$ cat src/rtl/uart_pkg.sv
// Shared UART definitions: receiver state encoding and frame-size limits.
// Used by uart_rx and uart_baud_tick (and the future transmitter).
package uart_pkg;

    typedef enum logic [2:0] {
        IDLE,
        START,
        DATA,
        PARITY,
        STOP
    } rx_state_t;

    localparam int STOP_BITS_MAX = 2;
    localparam int DATA_BITS_MAX = 9;
    localparam int SYNC_STAGES   = 2;

endpackage

$ cat src/rtl/uart_baud_tick.sv
// Oversampling prescaler: one-cycle tick every CLK_DIV clocks, realignable
// to the current cycle through restart.
module uart_baud_tick
    import uart_pkg::*;
#(
    parameter int CLK_DIV = 27
) (
    input  logic clk,
    input  logic rst,
    input  logic restart,
    output logic tick
);

    localparam int CNT_W = (CLK_DIV > 1) ? $clog2(CLK_DIV) : 1;
    localparam logic [CNT_W-1:0] CNT_LAST = CNT_W'(CLK_DIV - 1);

    logic [CNT_W-1:0] cnt_reg;

    assign tick = (cnt_reg == CNT_LAST);

    always_ff @(posedge clk) begin
        if (rst || restart) begin
            cnt_reg <= '0;
        end else if (tick) begin
            cnt_reg <= '0;
        end else begin
            cnt_reg <= cnt_reg + 1'b1;
        end
    end

endmodule

$ cat src/rtl/uart_rx.sv
// Oversampling UART receiver with mid-bit start validation, valid/ready output
// and per-word error flags. Optional parity checking under UART_RX_PARITY_EN.
module uart_rx
    import uart_pkg::*;
#(
    parameter int DATA_BITS  = 8,
    parameter int OVERSAMPLE = 16,
    parameter int CLK_DIV    = 27,
    parameter int STOP_BITS  = 1,
    parameter int PARITY_ODD = 0
) (
    input  logic                 clk,
    input  logic                 rst,
    input  logic                 rx,
    output logic [DATA_BITS-1:0] rx_data,
    output logic                 rx_valid,
    input  logic                 rx_ready,
    output logic                 frame_err,
    output logic                 parity_err,
    output logic                 overrun,
    output logic                 busy
);

    localparam int TICK_W = $clog2(OVERSAMPLE);
    localparam int BIT_W  = $clog2(DATA_BITS + 1);
    localparam logic [TICK_W-1:0] TICK_MID  = TICK_W'(OVERSAMPLE / 2 - 1);
    localparam logic [TICK_W-1:0] TICK_LAST = TICK_W'(OVERSAMPLE - 1);
    localparam logic [BIT_W-1:0]  DATA_LAST = BIT_W'(DATA_BITS - 1);
    localparam logic [BIT_W-1:0]  STOP_LAST = BIT_W'(STOP_BITS - 1);

    logic [SYNC_STAGES-1:0] sync_reg;
    logic                   rx_s;
    logic                   tick;
    logic                   restart;
    logic                   commit;

    rx_state_t              state_reg, state_next;
    logic [TICK_W-1:0]      tick_cnt_reg, tick_cnt_next;
    logic [BIT_W-1:0]       bit_cnt_reg, bit_cnt_next;
    logic [DATA_BITS-1:0]   shift_reg, shift_next;
    logic                   ferr_reg, ferr_next;
    logic                   armed_reg, armed_next;
`ifdef UART_RX_PARITY_EN
    logic                   perr_reg, perr_next;
    logic                   parity_err_reg;
`endif

    logic [DATA_BITS-1:0]   rx_data_reg;
    logic                   rx_valid_reg;
    logic                   frame_err_reg;
    logic                   overrun_reg;

    // Synchroniser resets to the idle level so reset can never look like a start bit.
    always_ff @(posedge clk) begin
        if (rst) begin
            sync_reg <= '1;
        end else begin
            sync_reg <= {sync_reg[SYNC_STAGES-2:0], rx};
        end
    end

    assign rx_s = sync_reg[SYNC_STAGES-1];

    uart_baud_tick #(
        .CLK_DIV (CLK_DIV)
    ) u_baud_tick (
        .clk     (clk),
        .rst     (rst),
        .restart (restart),
        .tick    (tick)
    );

    always_ff @(posedge clk) begin
        if (rst) begin
            state_reg    <= IDLE;
            tick_cnt_reg <= '0;
            bit_cnt_reg  <= '0;
            shift_reg    <= '0;
            ferr_reg     <= 1'b0;
            armed_reg    <= 1'b0;
`ifdef UART_RX_PARITY_EN
            perr_reg     <= 1'b0;
`endif
        end else begin
            state_reg    <= state_next;
            tick_cnt_reg <= tick_cnt_next;
            bit_cnt_reg  <= bit_cnt_next;
            shift_reg    <= shift_next;
            ferr_reg     <= ferr_next;
            armed_reg    <= armed_next;
`ifdef UART_RX_PARITY_EN
            perr_reg     <= perr_next;
`endif
        end
    end

    always_comb begin
        state_next    = state_reg;
        tick_cnt_next = tick_cnt_reg;
        bit_cnt_next  = bit_cnt_reg;
        shift_next    = shift_reg;
        ferr_next     = ferr_reg;
        armed_next    = armed_reg;
        restart       = 1'b0;
        commit        = 1'b0;
`ifdef UART_RX_PARITY_EN
        perr_next     = perr_reg;
`endif
        case (state_reg)
            IDLE: begin
                // Only re-arm after seeing idle-high, so a held break is one word.
                if (rx_s) begin
                    armed_next = 1'b1;
                end else if (armed_reg) begin
                    state_next    = START;
                    tick_cnt_next = '0;
                    restart       = 1'b1;
                    armed_next    = 1'b0;
                end
            end
            START: begin
                if (tick) begin
                    if (tick_cnt_reg == TICK_MID) begin
                        tick_cnt_next = '0;
                        if (rx_s) begin
                            state_next = IDLE;
                        end else begin
                            state_next   = DATA;
                            bit_cnt_next = '0;
                            ferr_next    = 1'b0;
`ifdef UART_RX_PARITY_EN
                            perr_next    = 1'b0;
`endif
                        end
                    end else begin
                        tick_cnt_next = tick_cnt_reg + 1'b1;
                    end
                end
            end
            DATA: begin
                if (tick) begin
                    if (tick_cnt_reg == TICK_LAST) begin
                        tick_cnt_next = '0;
                        shift_next    = {rx_s, shift_reg[DATA_BITS-1:1]};
                        if (bit_cnt_reg == DATA_LAST) begin
                            bit_cnt_next = '0;
`ifdef UART_RX_PARITY_EN
                            state_next   = PARITY;
`else
                            state_next   = STOP;
`endif
                        end else begin
                            bit_cnt_next = bit_cnt_reg + 1'b1;
                        end
                    end else begin
                        tick_cnt_next = tick_cnt_reg + 1'b1;
                    end
                end
            end
`ifdef UART_RX_PARITY_EN
            PARITY: begin
                if (tick) begin
                    if (tick_cnt_reg == TICK_LAST) begin
                        tick_cnt_next = '0;
                        perr_next     = (^shift_reg) ^ rx_s ^ 1'(PARITY_ODD);
                        state_next    = STOP;
                    end else begin
                        tick_cnt_next = tick_cnt_reg + 1'b1;
                    end
                end
            end
`endif
            STOP: begin
                if (tick) begin
                    if (tick_cnt_reg == TICK_LAST) begin
                        tick_cnt_next = '0;
                        ferr_next     = ferr_reg | ~rx_s;
                        // Leave at the centre of the last stop bit to resync early.
                        if (bit_cnt_reg == STOP_LAST) begin
                            bit_cnt_next = '0;
                            commit       = 1'b1;
                            state_next   = IDLE;
                        end else begin
                            bit_cnt_next = bit_cnt_reg + 1'b1;
                        end
                    end else begin
                        tick_cnt_next = tick_cnt_reg + 1'b1;
                    end
                end
            end
            default: begin
                state_next = IDLE;
            end
        endcase
    end

    // Output holding register; an accept coinciding with a commit is a clean handover.
    always_ff @(posedge clk) begin
        if (rst) begin
            rx_data_reg    <= '0;
            rx_valid_reg   <= 1'b0;
            frame_err_reg  <= 1'b0;
            overrun_reg    <= 1'b0;
`ifdef UART_RX_PARITY_EN
            parity_err_reg <= 1'b0;
`endif
        end else if (commit) begin
            rx_data_reg    <= shift_reg;
            rx_valid_reg   <= 1'b1;
            frame_err_reg  <= ferr_next;
`ifdef UART_RX_PARITY_EN
            parity_err_reg <= perr_reg;
`endif
            if (rx_valid_reg && !rx_ready) begin
                overrun_reg <= 1'b1;
            end else if (rx_valid_reg && rx_ready) begin
                overrun_reg <= 1'b0;
            end
        end else if (rx_valid_reg && rx_ready) begin
            rx_valid_reg <= 1'b0;
            overrun_reg  <= 1'b0;
        end
    end

    assign rx_data   = rx_data_reg;
    assign rx_valid  = rx_valid_reg;
    assign frame_err = frame_err_reg;
    assign overrun   = overrun_reg;
    assign busy      = (state_reg != IDLE);
`ifdef UART_RX_PARITY_EN
    assign parity_err = parity_err_reg;
`else
    assign parity_err = 1'b0;
`endif

endmodule
$ cat config.mk
export PLATFORM = sky130hd
export DESIGN_NAME = uart_rx
export DESIGN_NICKNAME = d
export VERILOG_FILES = /design/src/rtl/uart_pkg.sv /design/src/rtl/uart_baud_tick.sv /design/src/rtl/uart_rx.sv
export SDC_FILE = /design/constraint.sdc
export NUM_CORES = 1
export LEC_CHECK = 0
export BUFFER_PORTS_ARGS = -buffer_cell sky130_fd_sc_hd__buf_4
export CORE_MARGIN = 5
export CORE_UTILIZATION = 60
export CTS_BUF_LIST = sky130_fd_sc_hd__clkbuf_8
export DETAILED_ROUTE_END_ITERATION = 8
export HOLD_SLACK_MARGIN = 0.02
export PLACE_DENSITY_LB_ADDON = 0.12
export SYNTH_ARGS = -nofsm -noshare
export SYNTH_HDL_FRONTEND = slang
export SYNTH_HIERARCHICAL = 1
export SYNTH_SLANG_ARGS = --single-unit
$ cat constraint.sdc
create_clock -name clk -period 2.51 [get_ports clk]
set_input_delay 0.251 -clock clk [delete_from_list [all_inputs] [get_ports clk]]
set_output_delay 0.251 -clock clk [all_outputs]
set_load 0.005 [all_outputs]
==> run metrics <==
initial antenna violation count 0; Reg area roughly 780 um2; Post-Route Utilization 70.7%; top library cells by usage in the layout, fill and taps aside sky130_fd_sc_hd__dfxtp_1, sky130_fd_sc_hd__nor2_1, sky130_fd_sc_hd__mux2i_1; input/output buffers 15; Root Buffer sky130_fd_sc_hd__clkbuf_8; outcome completed; fraction of registers with async set or reset after synthesis 0%; total clock buffers created by CTS 5; min Tclk post-route 2.07 ns; Rel. slew slack 61.4%; Fmax between 0.4 and 0.5 GHz; placement-stage cell area between 1500 and 2000 um2; cell with the largest stage delay on the worst path sky130_fd_sc_hd__o22ai_1; number of levels the H-tree was split into 2; Final Setup Violations 0; count of routing violations after the opening detailed-route iteration 71; GRT Resource Usage Total a little under a fifth; final total power 1.09 mW; list of cells traversed by the critical path inv_1 > ha_1 > and4b_1 > inv_1 > a2bb2oi_1 > o22ai_1 > a21boi_0 > o22ai_1; max-slew violation total from the final report 0; setup clock skew after layout 0.0105 ns; average vias per placed instance 5.79; multi-input logic area 922 um2; pin count of the biggest net entering global routing 38; leakage power summed over all cells 0.749 nW; Warnings, synthesis 6; Post-synth EDFFs 0; height of the die ~65 um; final global-route overflow total 0; Worst-Skew Late Latency 0.29 ns; Crit path arrival time roughly 2.3 ns; total via count in the routed design 1360; total of cells resized after clock tree synthesis 0; RSZ-0062 raised after global routing false; area of the die approximately 4200 um2; area added between synthesis and finish 10.3%; final routed DRC violation total 0; initial core utilization between 60% and 70%; via count of the first global-routing pass 1310; Net count, final 213; Total Neg Setup Slack 0 ns; Mapped Area ~1800 um2; largest fanout on the critical path 6; floorplan core area 2810 um2; crit-path max cell delay 0.43 ns; worst min-delay path class input port to flip-flop; buffers from clock root to sink, at most 2; per-cell routed wire length 14.5 um; fraction of final layout cells with drive strength greater than 1 18.6%; post-synthesis area per instance 9.51 um2; Post-Place Setup Slack 0.431 ns; wirelength, routed 3400 um; clock slew at the register clock pins of the worst setup and hold paths 0.07 ns; number of distinct library cells after synthesis 48; peak supply drop 0.000498 V; net count after synthesis 198; half-perimeter wire length after detailed placement 2370 um; TritonCTS clock tree built; number of placement rows 19; sequential fraction of the synthesis area 43.4%; CTS sink cnt 39; # diodes 0; areal power density over the cells 551 nW/um2; Final Wtd Congestion 0.825; post-route clock period utilization 82.6%; count of mapped cells out of synthesis approximately 190; most common library cell in the layout ignoring fill and taps sky130_fd_sc_hd__dfxtp_1; Data required, critical path 2.68 ns; fillcell total between 200 and 250; first-pass GRT wire length 6120 um; Critical Path Sink Type flip-flop; measured slew at the worst slew-check pin 0.579 ns; Max-cap violations 0; post-route setup slack roughly 0.44 ns; type of the setup path with the least slack flip-flop to flip-flop; Post-CTS Repair Setup Buffers 0; die width 64.7 um; Hold Violations, Final 0; count of boundary I/O pins 17; count of nets left with antenna violations after detail routing 0; first-pass detailed-route iteration total 4; flop and latch count out of synthesis 39; post-route cell area just under 2000 um2; Setup crit start kind flip-flop; hold-fix buffers at CTS 0; predominant post-synthesis flop cell sky130_fd_sc_hd__dfxtp_1
[worst max-delay path, delay by kind of cell (launching register included)]
kind / cells / cell delay, ns
simple gates: 1 / 0.38
flops: 1 / 0.33
fa+ha+maj: 1 / 0.14
compound gates: 4 / 0.94
buf+inv: 2 / 0.19
[layout make-up]
type / instances / share of cell area, %
multi-input cells: 134 / 46.5
flip-flops and latches: 39 / 39.4
repair buffers: 17 / 6.44
clock buffers: 6 / 4.16
well taps: 31 / 1.96
inverters: 7 / 1.32
clock inverters: 1 / 0.252
[where the power goes]
group / internal (mW) / switching (mW) / leakage [nW]
Sequential: 0.627 / 0.00832 / 0.316
Clock: 0.215 / 0.201 / 0.0470
Combinational: 0.0180 / 0.0235 / 0.387
Total: 0.860 / 0.233 / 0.749
[layer usage]
metal	up-vias	share of wire (%)	track usage (%)
li1	682	-	-
met1	647	45	23.2
met2	23	49	30.1
met3	8	4.0	7.08
met4	0	1.4	5.54
met5	-	0	0
[synth_stat cells, types with 2 or more instances]
master,instances,area [um2]
sky130_fd_sc_hd__xnor2_1,3,26.3
sky130_fd_sc_hd__nand2_1,6,22.5
sky130_fd_sc_hd__nand3_1,5,25.0
sky130_fd_sc_hd__o21ai_0,2,10.0
sky130_fd_sc_hd__nor2_1,35,131
sky130_fd_sc_hd__or2_2,2,12.5
sky130_fd_sc_hd__o22ai_1,2,12.5
sky130_fd_sc_hd__or3_2,2,15.0
sky130_fd_sc_hd__a22oi_1,2,15.0
sky130_fd_sc_hd__or4b_1,2,20.0
sky130_fd_sc_hd__mux2i_1,21,210
sky130_fd_sc_hd__clkbuf_1,2,7.51
sky130_fd_sc_hd__xor2_1,2,17.5
sky130_fd_sc_hd__or3b_2,2,17.5
sky130_fd_sc_hd__a21oi_1,9,45.0
sky130_fd_sc_hd__nor2b_1,2,12.5
sky130_fd_sc_hd__a2bb2oi_1,3,26.3
sky130_fd_sc_hd__nor3b_1,3,22.5
sky130_fd_sc_hd__ha_1,5,62.6
sky130_fd_sc_hd__buf_6,4,45.0
sky130_fd_sc_hd__nor3_1,2,10.0
sky130_fd_sc_hd__inv_1,7,26.3
sky130_fd_sc_hd__nand2b_1,3,18.8
sky130_fd_sc_hd__dfxtp_1,39,781
[final timing paths]
kind | cells after the start | start | to | slack, ns
max | 8 | u_baud_tick/cnt_reg[0]$_SDFF_PP0_ | tick_cnt_reg[2]$_SDFFE_PP0P_ | 0.44
min | 2 | rx_ready | flip-flop | 0.15
max reg2reg | 8 | u_baud_tick/cnt_reg[0]$_SDFF_PP0_ | tick_cnt_reg[2]$_SDFFE_PP0P_ | 0.44
min reg2reg | 1 | sync_reg[0]$_SDFF_PP1_ | sync_reg[1]$_SDFF_PP1_ | 0.43
[cells by family after synthesis]
| family | count (synthesis) | synth area share (%) |
|---|---|---|
| DFF | 39 | 43.4 |
| muxes | 21 | 11.7 |
| AOI/OAI and AO/OA | 26 | 9.81 |
| and+or+nand+nor | 76 | 23.4 |
| adders and majority gates | 5 | 3.48 |
| xor gates and xnor gates | 5 | 2.44 |
| other | 1 | 0.209 |
| buffers and inverters | 16 | 5.57 |
[stage by stage]
stage | cells | hold slack [ns]
4_1_cts | 235 | 0.146
6_report | 235 | 0.154
3_5_place_dp | 228 | 0.407
5_1_grt | 235 | 0.150
3_3_place_gp | 228 | 0.400
2_1_floorplan | 189 | 0.349
Power figures use the tool's default switching activity.
